$ cat src/rtl/shift_seq_ctrl.sv
// shift_seq_ctrl: multi-cycle SLL/SRL/SRA sequencer with a start/busy/done handshake.
// Optional build macro SHIFT_RADIX4_EN: shift up to 4 positions per cycle instead of 1.
`timescale 1ns/1ps
module shift_seq_ctrl #(
  parameter int unsigned DATA_W  = 32,
  parameter int unsigned SHAMT_W = 5
) (
  input  logic               clk,
  input  logic               rst_n,
  input  logic               start,
  input  logic [1:0]         op,
  input  logic               amt_sel,
  input  logic [SHAMT_W-1:0] shamt,
  input  logic [DATA_W-1:0]  rs_val,
  input  logic [DATA_W-1:0]  data_in,
  output logic               busy,
  output logic               done,
  output logic [DATA_W-1:0]  result,
  output logic               op_err
);

  typedef enum logic [1:0] {
    StIdle  = 2'd0,
    StShift = 2'd1,
    StDone  = 2'd2
  } state_e;

  localparam logic [1:0] OpSll = 2'b00;
  localparam logic [1:0] OpSrl = 2'b01;
  localparam logic [1:0] OpSra = 2'b10;
  localparam logic [1:0] OpRsv = 2'b11;

  state_e               state_q, state_d;
  logic [DATA_W-1:0]    data_q, data_d;
  logic [DATA_W-1:0]    result_q, result_d;
  logic [SHAMT_W-1:0]   cnt_q, cnt_d;
  logic [1:0]           op_q, op_d;
  logic                 op_err_q, op_err_d;

  logic [SHAMT_W-1:0]   amt;
  logic [SHAMT_W-1:0]   step;
  logic [DATA_W-1:0]    shifted;

  // Upper rs bits never select an amount (variable shifts use only the low bits).
  logic unused_rs_hi;
  assign unused_rs_hi = ^rs_val[DATA_W-1:SHAMT_W];

  assign amt = amt_sel ? rs_val[SHAMT_W-1:0] : shamt;

`ifdef SHIFT_RADIX4_EN
  localparam logic [SHAMT_W-1:0] MaxStep = SHAMT_W'(4);
  assign step = (cnt_q < MaxStep) ? cnt_q : MaxStep;
`else
  assign step = SHAMT_W'(1);
`endif

  // One shift step of the data register according to the latched op.
  always_comb begin
    shifted = data_q;
    case (op_q)
      OpSll:   shifted = data_q << step;
      OpSrl:   shifted = data_q >> step;
      OpSra:   shifted = DATA_W'($signed(data_q) >>> step);
      default: shifted = data_q;
    endcase
  end

  // Next-state logic: accept in IDLE/DONE, step in SHIFT, capture result on DONE entry.
  always_comb begin
    state_d  = state_q;
    data_d   = data_q;
    result_d = result_q;
    cnt_d    = cnt_q;
    op_d     = op_q;
    op_err_d = op_err_q;
    case (state_q)
      StIdle, StDone: begin
        if (start) begin
          op_d     = op;
          data_d   = data_in;
          cnt_d    = amt;
          op_err_d = (op == OpRsv);
          if ((amt != '0) && (op != OpRsv)) begin
            state_d = StShift;
          end else begin
            state_d  = StDone;
            result_d = data_in;
          end
        end else begin
          state_d = StIdle;
        end
      end
      StShift: begin
        data_d = shifted;
        cnt_d  = cnt_q - step;
        // Remaining count fits in this step: the shifted value is final.
        if (cnt_q <= step) begin
          state_d  = StDone;
          result_d = shifted;
        end
      end
      default: state_d = StIdle;
    endcase
  end

  // State registers with synchronous active-low reset.
  always_ff @(posedge clk) begin
    if (!rst_n) begin
      state_q  <= StIdle;
      data_q   <= '0;
      result_q <= '0;
      cnt_q    <= '0;
      op_q     <= OpSll;
      op_err_q <= 1'b0;
    end else begin
      state_q  <= state_d;
      data_q   <= data_d;
      result_q <= result_d;
      cnt_q    <= cnt_d;
      op_q     <= op_d;
      op_err_q <= op_err_d;
    end
  end

  assign busy   = (state_q == StShift);
  assign done   = (state_q == StDone);
  assign result = result_q;
  assign op_err = op_err_q;

endmodule

$ cat config.mk
export PLATFORM = sky130hd
export DESIGN_NAME = shift_seq_ctrl
export DESIGN_NICKNAME = d
export VERILOG_FILES = /design/src/rtl/shift_seq_ctrl.sv
export SDC_FILE = /design/constraint.sdc
export NUM_CORES = 1
export LEC_CHECK = 0
export ABC_AREA = 1
export CORE_ASPECT_RATIO = 1.2
export CORE_UTILIZATION = 44
export CTS_CLUSTER_DIAMETER = 30
export CTS_CLUSTER_SIZE = 25
export DETAILED_ROUTE_END_ITERATION = 6
export PLACE_DENSITY = 0.8
export SLEW_MARGIN = 0
export SYNTH_ARGS = -nofsm -noshare
export SYNTH_HDL_FRONTEND = slang
export SYNTH_SLANG_ARGS = --single-unit
$ cat constraint.sdc
create_clock -name clk -period 1.4 [get_ports clk]
set_input_delay 0.21 -clock clk [delete_from_list [all_inputs] [get_ports clk]]
set_output_delay 0.21 -clock clk [all_outputs]
set_load 0.01 [all_outputs]
-- Yosys cells after proc, flatten, opt, wreduce, memory -nomap -nowiden
Index checks and enable logic that the tools add are counted.
- input port bits: 75
- flip-flop bits (word level): 74
- output and inout port bits: 35
- word-level logic and storage cells: 40
- add/sub/neg operators: 1
- reduce and logical (&&, ||, !) cells: 9
- equal/unequal tests: 9
- mux-type cells: 14
- magnitude comparators: 1
- operator list (cell ; number):
    2-to-1 mux 32 bit ; 4
    case mux 32 bit (2 select lines) ; 2
    case mux 32 bit (3 select lines) ; 1
    2-to-1 mux 5 bit ; 2
    case mux 5 bit (2 select lines) ; 1
    == test 2 bit, second input constant ; 3
    2-to-1 mux 2 bit ; 3
    inequality test 2 bit, second input constant ; 3
    <= comparator 5 x 1 -> 1 bit, second input constant ; 1
    nonzero test 5 bit ; 1
    subtractor 5 x 1 -> 5 bit, second input constant ; 1
    == test 2 x 1 -> 1 bit, second input constant ; 2
    logical NOT 2 bit ; 2
    case mux 2 bit (2 select lines) ; 1
    AND reduction 2 bit ; 2
    AND reduction 4 bit ; 1
    inequality test 2 x 1 -> 1 bit, second input constant ; 1
    nonzero test 2 bit ; 1
    OR reduction 2 bit ; 1
    logical AND 1 bit ; 1

-- Longest topological paths before layout
Gate-level depths: netlist of run 1.
- word-level depth: 6
- depth in mapped cells: 13
- depth with buffers taken out: 12

-- Worst setup path after synthesis of run 1
No wires, ideal clock.
- path type: flip-flop to flip-flop
- from: register cnt_q[1]
- to: register result_q[15], in the netlist result[15]
- data required time: 1287 ps
- setup time: 113 ps
- period minus slack after synthesis: 1566 ps
- slack: -166 ps
- path buffers: 2
- arrival: 1452 ps
- stages on the path, launching flop included: 11
- cell sequence: dfxtp_1 -> inv_1 -> ha_1 -> o21bai_1 -> a21oi_2 -> a21oi_2 -> buf_4 -> buf_2 -> nand3_1 -> nand2_1 -> nor2_2
- cells in the longest elaborated chain, start to end: 3
- ends and longest elaborated chain (what ; RTL line ; RTL):
    from (decl) ; 36 ; logic [SHAMT_W-1:0] cnt_q, cnt_d;
    from (signal assigned) ; 119 ; cnt_q <= cnt_d;
    <= comparator 5 x 1 -> 1 bit ; 97 ; if (cnt_q <= step) begin
    inequality test 2 x 1 -> 1 bit (no line) ; n/a ;
    AND reduction 4 bit (no line) ; n/a ;
    to (signal assigned) ; 118 ; result_q <= result_d;
    to (decl) ; 35 ; logic [DATA_W-1:0] result_q, result_d;
Every way passes these cells.
A chain may end at the register's enable or synchronous reset.

-- Worst setup path in the final report of run 1
- from: register cnt_q[1]
- to: register result_q[29], in the netlist result[29]
Same word-level chain as after synthesis.

==> results.tsv, run 1 <==
metric	value	unit
rsz0062_at_grt	true	
antenna_found_initial	0	
start_kind	flop	
die_h	106.7	um
layout.nets	779	
cp_max_fo	7	
drt-total-wl	14.10	mm
cts_tree	yes	
htree_num_levels	3	
peakVddDrop	0.6168	mV
path_clk_slew	0.09	ns
grt_pass1_wl	19.08	mm
avgRoutedWirePerCell	17.11	um
outcome	complete, but fails checks	
dp_cells	785	
synth.avg_cell_area	7.038	um^2
ios	110	
p_leak	2.680	nW
antennaDiodeCount	0	
grt_max_degree	39	
skew	0.009674	ns
wl_met1	5.295	mm
cts_root_buf	clkbuf_8	
ys_seq_area_share	36.86	%
met3WireLength	1.089	mm
fp.dieArea	9522	um^2
fin_ws	-0.2594	ns
dp_hpwl	7.627	mm
syn-num-nets	648	
synth_cells	571	
fmax	602.6	MHz
via_count	4683	
setup_viol	57	
hold_depth	3	
worstPathRequired	1.71	ns
clock_sinks	74	
start_util	46.18	%
ys_types	32	
max-cap-violations	0	
slew_headroom	78.44	%
wl_met2	7.120	mm
cp-end-kind	flop	
gr-usage-all-layers	26.05	%
via_per_inst	5.683	
highest_layer	met4	
cts_made_buffers	9	
synth_top_cell_area_share	36.86	%
num_rows	37	
yosys-top-cells-area	dfxtp_1 37%, nand2_1 8.0%, a21oi_1 6.8%, o21ai_0 6.8%, nor2_1 6.8%	
io_buffers	82	
worstHoldPathType	in -> reg	
first_global_vias	4113	
hold_viol	0	
synth_edf_count	0	
synth_area	4019	um^2
async_flop_share	0	%
clk_path_buf_depth	2	
routabilityCongestion	0.8945	
drive_above_1_share	29.42	%
finalPower	7.173	mW
chipWidth	89.25	um
instances_no_fill	824	
postRouteAntennaNets	0	
worst_pin_slew	0.3235	ns
synth_top_cell_by_area	dfxtp_1	
arrival	1.96	ns
r2r.worst_path.cells	11	
insertion_delay	0.37	ns
fin_crit_sh	118.5	%
ys.flop_type	dfxtp_1	
ys_warn_count	0	
drt_pass1_iterations	6	
finalCriticalPeriod	1.659	ns
drv_slew	0	
powerDensity	1160	nW/um^2
core	8703	um^2
gr-total-overflow	0	
drc	0	
violations	setup timing	
hold_slack	0.2774	ns
drt_iter0_drc	567	
critical_path_class	reg -> reg	
area_growth	53.89	%
ys_ff_latch	74	
[flip-flops by register name, summed over array words and instances, names as in the netlist]
signal   cells
data_q      32
op_q         2
cnt_q        5
result      32
state_q      2
op_err       1
[per-layer routing]
layer	track usage, %	vias to the layer above
met1	32.30	2157
met4	12.36	0
met2	42.91	289
li1	-	2169
met5	0	-
met3	4.850	68
[metrics by stage]
step	TNS [ns]	instance area [um^2]	worst slack, ns	utilization (%)
2_1_floorplan	-0.9124	4089	-0.05081	-
3_3_place_gp	-22.76	5290	-0.5551	60.78
3_5_place_dp	-25.92	5290	-0.6644	60.78
4_1_cts	-4.921	5757	-0.1742	66.14
5_1_grt	-11.48	6185	-0.2993	71.06
6_report	-7.974	6185	-0.2594	71.06
[repair_timing]
item | 4_1_cts | 5_1_grt
buffers inserted | 6 | 11
gates cloned | 6 | 4
endpoints found under the hold margin | 0 | 0
pin swaps | 3 | 28
gates resized for setup | 71 | 83
endpoints found under the setup margin | 77 | 69
hold buffers | 0 | 0
[worst max-delay path: stages, from the launching register on]
cell      delay, ns
dfxtp_2        0.34
inv_2          0.05
ha_4           0.15
o21bai_4       0.17
a21oi_4        0.18
a21oi_4        0.06
buf_6          0.12
buf_12         0.13
buf_8          0.14
nand3_2        0.07
nand2_1        0.06
nor2_1         0.12
[cell usage after synthesis, types with 2 or more instances]
master     n
a21oi_1   55
a21oi_2   18
a31oi_1    8
buf_12     5
buf_2     17
buf_4      3
clkbuf_1  13
dfxtp_1   74
ha_1       2
inv_1     57
inv_2      5
nand2_1   86
nand2_2    3
nand2_4    2
nand3_1   20
nand3_2    8
nor2_1    73
nor2_2    12
o211ai_1   2
o21a_1     2
o21ai_0   55
o21ai_1    7
o22a_1     3
o22ai_1   32
o31ai_1    2
[area by class of cell]
| class | count | area [um^2] |
|---|---|---|
| clock buffers | 12 | 155.1 |
| clock inverters | 4 | 50.05 |
| fillers | 681 | 2519 |
| inverters | 62 | 244.0 |
| multi-input cells | 397 | 2451 |
| flip-flops and latches | 74 | 1495 |
| well taps | 117 | 146.4 |
| repair buffers | 158 | 1643 |
[cell usage in the layout (no fill, tap or decap), types with 3 or more instances in the layout]
master / count
buf_4: 47
a21oi_2: 16
o21ai_0: 53
o22ai_2: 9
o21ai_1: 8
clkdlybuf4s50_1: 45
nand2_2: 8
nand2_8: 5
buf_2: 3
nand3_1: 14
buf_6: 7
clkbuf_8: 11
buf_8: 5
clkbuf_16: 4
dfxtp_4: 3
o22a_1: 3
nand3_2: 13
a31oi_1: 6
dfxtp_1: 69
dlygate4sd2_1: 34
nor2_1: 61
a21oi_1: 47
nand2_4: 4
clkinvlp_4: 3
inv_1: 52
inv_2: 7
buf_12: 12
o22ai_1: 23
a21oi_4: 10
nor2_2: 23
nand2_1: 76
[path summary, 6_finish.rpt]
check / slack, ns / endpoint / startpoint
max: -0.26 / result[29] / cnt_q[1]
min reg2reg: 0.48 / result[30] / result[30]
min: 0.28 / state_q[0] / rst_n
max reg2reg: -0.26 / result[29] / cnt_q[1]
[cell families (layout without fill, tap and decap cells)]
kind of cell / Yosys count / count (layout) / share of synthesized area, %
buffers and inverters: 102 / 236 / 12.80
AND/OR/NAND/NOR: 206 / 208 / 22.63
XOR/XNOR: 1 / 1 / 0.2180
flip-flops: 74 / 74 / 36.86
adder cells (fa/ha/maj): 2 / 2 / 0.6226
AO/OA/AOI/OAI: 186 / 186 / 26.87
[where the power goes]
group / leakage [nW] / internal [mW] / switching, mW
clock: 0.0986 / 0.918 / 0.844
combinational: 1.97 / 1.32 / 1.51
sequential: 0.615 / 2.38 / 0.210
Note: power is estimated with default switching activity, not from simulation.
==> run 2: changes to the inputs <==
Settings changed: SETUP_SLACK_MARGIN set to 0.5.
==> results.tsv, run 2 (same netlist as run 1, synthesis figures left out) <==
metric	value	unit	change
worst_pin_slew	0.7634	ns	was 0.3235 ns
drc	28		was 0
ctsHoldBuffers	0		unchanged
num_rows	37		unchanged
reg2reg_to	result[1]		was result[29]
avgRoutedWirePerCell	26.53	um	was 17.11 um
fmax	514.8	MHz	was 602.6 MHz
via_per_inst	6.695		was 5.683
crit_slowest_cell	o22ai_1		was dfxtp_2
gr-total-overflow	0		unchanged
area_growth	92.59	%	was 53.89%
fin_crit_sh	138.8	%	was 118.5%
outcome	complete, but fails checks		unchanged
powerDensity	1150	nW/um^2	was 1160 nW/um^2
worstHoldPathType	in -> reg		unchanged
fin_ws	-0.5425	ns	was -0.2594 ns
clk_path_buf_depth	2		unchanged
regToRegSetupSlack	-0.54	ns	was -0.26 ns
multi_input_area	2973	um^2	was 2451 um^2
antenna_found_initial	0		unchanged
ios	110		unchanged
arrival	2.25	ns	was 1.96 ns
hold_slack	0.2142	ns	was 0.2774 ns
p_leak	3.203	nW	was 2.680 nW
worstPathRequired	1.70	ns	was 1.71 ns
r2r.worst_path.cells	9		was 11
skew	0.02134	ns	was 0.009674 ns
cpPeakStageDelay	0.47	ns	was 0.34 ns
antennaDiodeCount	0		unchanged
die_h	106.7	um	unchanged
grt_pass1_wl	27.66	mm	was 19.08 mm
violations	DRC, setup timing		was setup timing
drt_iter0_drc	1047		was 567
utilization	88.93	%	was 71.06%
drt_pass1_iterations	7		was 6
drive_above_1_share	54.77	%	was 29.42%
min-delay-start	rst_n		unchanged
cts_root_buf	clkbuf_8		unchanged
hold_depth	3		unchanged
first_global_vias	5365		was 4113
path_buf_inv	2		was 4
fillers	366		was 681
critical_path_class	reg -> reg		unchanged
core	8703	um^2	unchanged
final_common_cell	nand2_1		unchanged
drt-total-wl	23.69	mm	was 14.10 mm
layout.nets	849		was 779
postRouteAntennaNets	0		unchanged
htree_num_levels	3		unchanged
gr-usage-all-layers	39.09	%	was 26.05%
insertion_delay	0.39	ns	was 0.37 ns
routabilityCongestion	0.8458		was 0.8945
finalCriticalPeriod	1.943	ns	was 1.659 ns
slew_headroom	48.57	%	was 78.44%
seqCellArea	1538	um^2	was 1495 um^2
via_count	5979		was 4683
drv_slew	0		unchanged
startpoint	op_q[0]		was cnt_q[1]
chipWidth	89.25	um	unchanged
fp.dieArea	9522	um^2	unchanged
min_to	result[7]		was state_q[0]
setup_viol	72		was 57
hold_viol	0		unchanged
dp_hpwl	7.995	mm	was 7.627 mm
rsz0062_at_grt	true		unchanged
max-cap-violations	0		unchanged
r2r-start	op_q[0]		was cnt_q[1]
grt_max_degree	31		was 39
cp_cell_sequence	buf_4 > nand2_8 > nand2_8 > buf_6 > o22ai_1 > o22ai_1 > nand3_1 > nand2_1 > nor2_1		was inv_2 > ha_4 > o21bai_4 > a21oi_4 > a21oi_4 > buf_6 > buf_12 > buf_8 > nand3_2 > nand2_1 > nor2_1
peakVddDrop	0.7236	mV	was 0.6168 mV
start_kind	flop		unchanged
cts_tree	yes		unchanged
clock_sinks	74		unchanged
path_clk_slew	0.10	ns	was 0.09 ns
cts_made_buffers	9		unchanged
path_depth	9		was 11
cp_top_family	compound AO/OA/AOI/OAI gates		was buffers and inverters
start_util	46.18	%	unchanged
io_buffers	82		unchanged
cp-end-kind	flop		unchanged
mostFrequentLayoutCells	74 x nand2_1, 71 x buf_6, 69 x buf_4		was 76 x nand2_1, 69 x dfxtp_1, 61 x nor2_1
cp_max_fo	7		unchanged
## run 2: metrics by stage
step,setup TNS [ns],area [um^2],power [mW],instances,setup slack [ns]
3_3_place_gp,-19.12,5399,4.808,781,-0.5221
6_report,-16.48,7740,8.898,893,-0.5425
2_1_floorplan,-0.8759,4347,4.140,571,-0.04714
5_1_grt,-19.25,7740,9.083,893,-0.6793
4_1_cts,-5.989,7048,7.671,869,-0.1946
3_5_place_dp,-22.76,5399,4.877,781,-0.5970
## run 2: routing by layer
metal	part of all wire, %	vias up	wire length, um	global-route usage, %
met2	45	699	10600	64.39
li1	-	2311	-	-
met1	32	2653	7658	44.03
met3	11	316	2652	7.775
met4	12	0	2785	28.23
met5	0	-	0	0
## run 2: timing repair
item / in CTS / in global routing
buffers inserted: 59 / 22
resized for setup: 338 / 125
setup endpoints to repair: 109 / 109
pin swaps: 34 / 33
gates cloned: 14 / 2
## run 2: worst max path at each step
stage          slack, ns         end
6_report           -0.54   result[1]
5_1_grt            -0.68   result[0]
4_1_cts            -0.19  result[18]
3_5_place_dp       -0.60  result[25]
3_3_place_gp       -0.52  result[21]
2_1_floorplan      -0.05  result[28]
## run 2: tightest hold or removal path, stage by stage
cell     delay (ns)
buf_2          0.22
nand2_1        0.11
nor2_1         0.04
## run 2: cell type report
cell class	instances	share of cell area [%]
timing repair buffer	226	33.79
tap	117	1.891
multi-input combinational	399	38.41
sequential	74	19.87
clock inverter	1	0.06466
inverter	62	3.476
clock buffer	14	2.506
## run 2: report_power, final
part / internal (mW) / switching [mW] / leakage, nW / total (mW)
clock: 0.888 / 0.909 / 0.104 / 1.80
combinational: 2.09 / 2.30 / 2.47 / 4.39
sequential: 2.41 / 0.305 / 0.628 / 2.71
total: 5.38 / 3.51 / 3.20 / 8.90
==> run 3: changes to the inputs <==
Settings changed: HOLD_SLACK_MARGIN set to 0.05.
==> results of run 3 <==
Same layout as run 2: the final DEF is identical, and so are final timing and power.
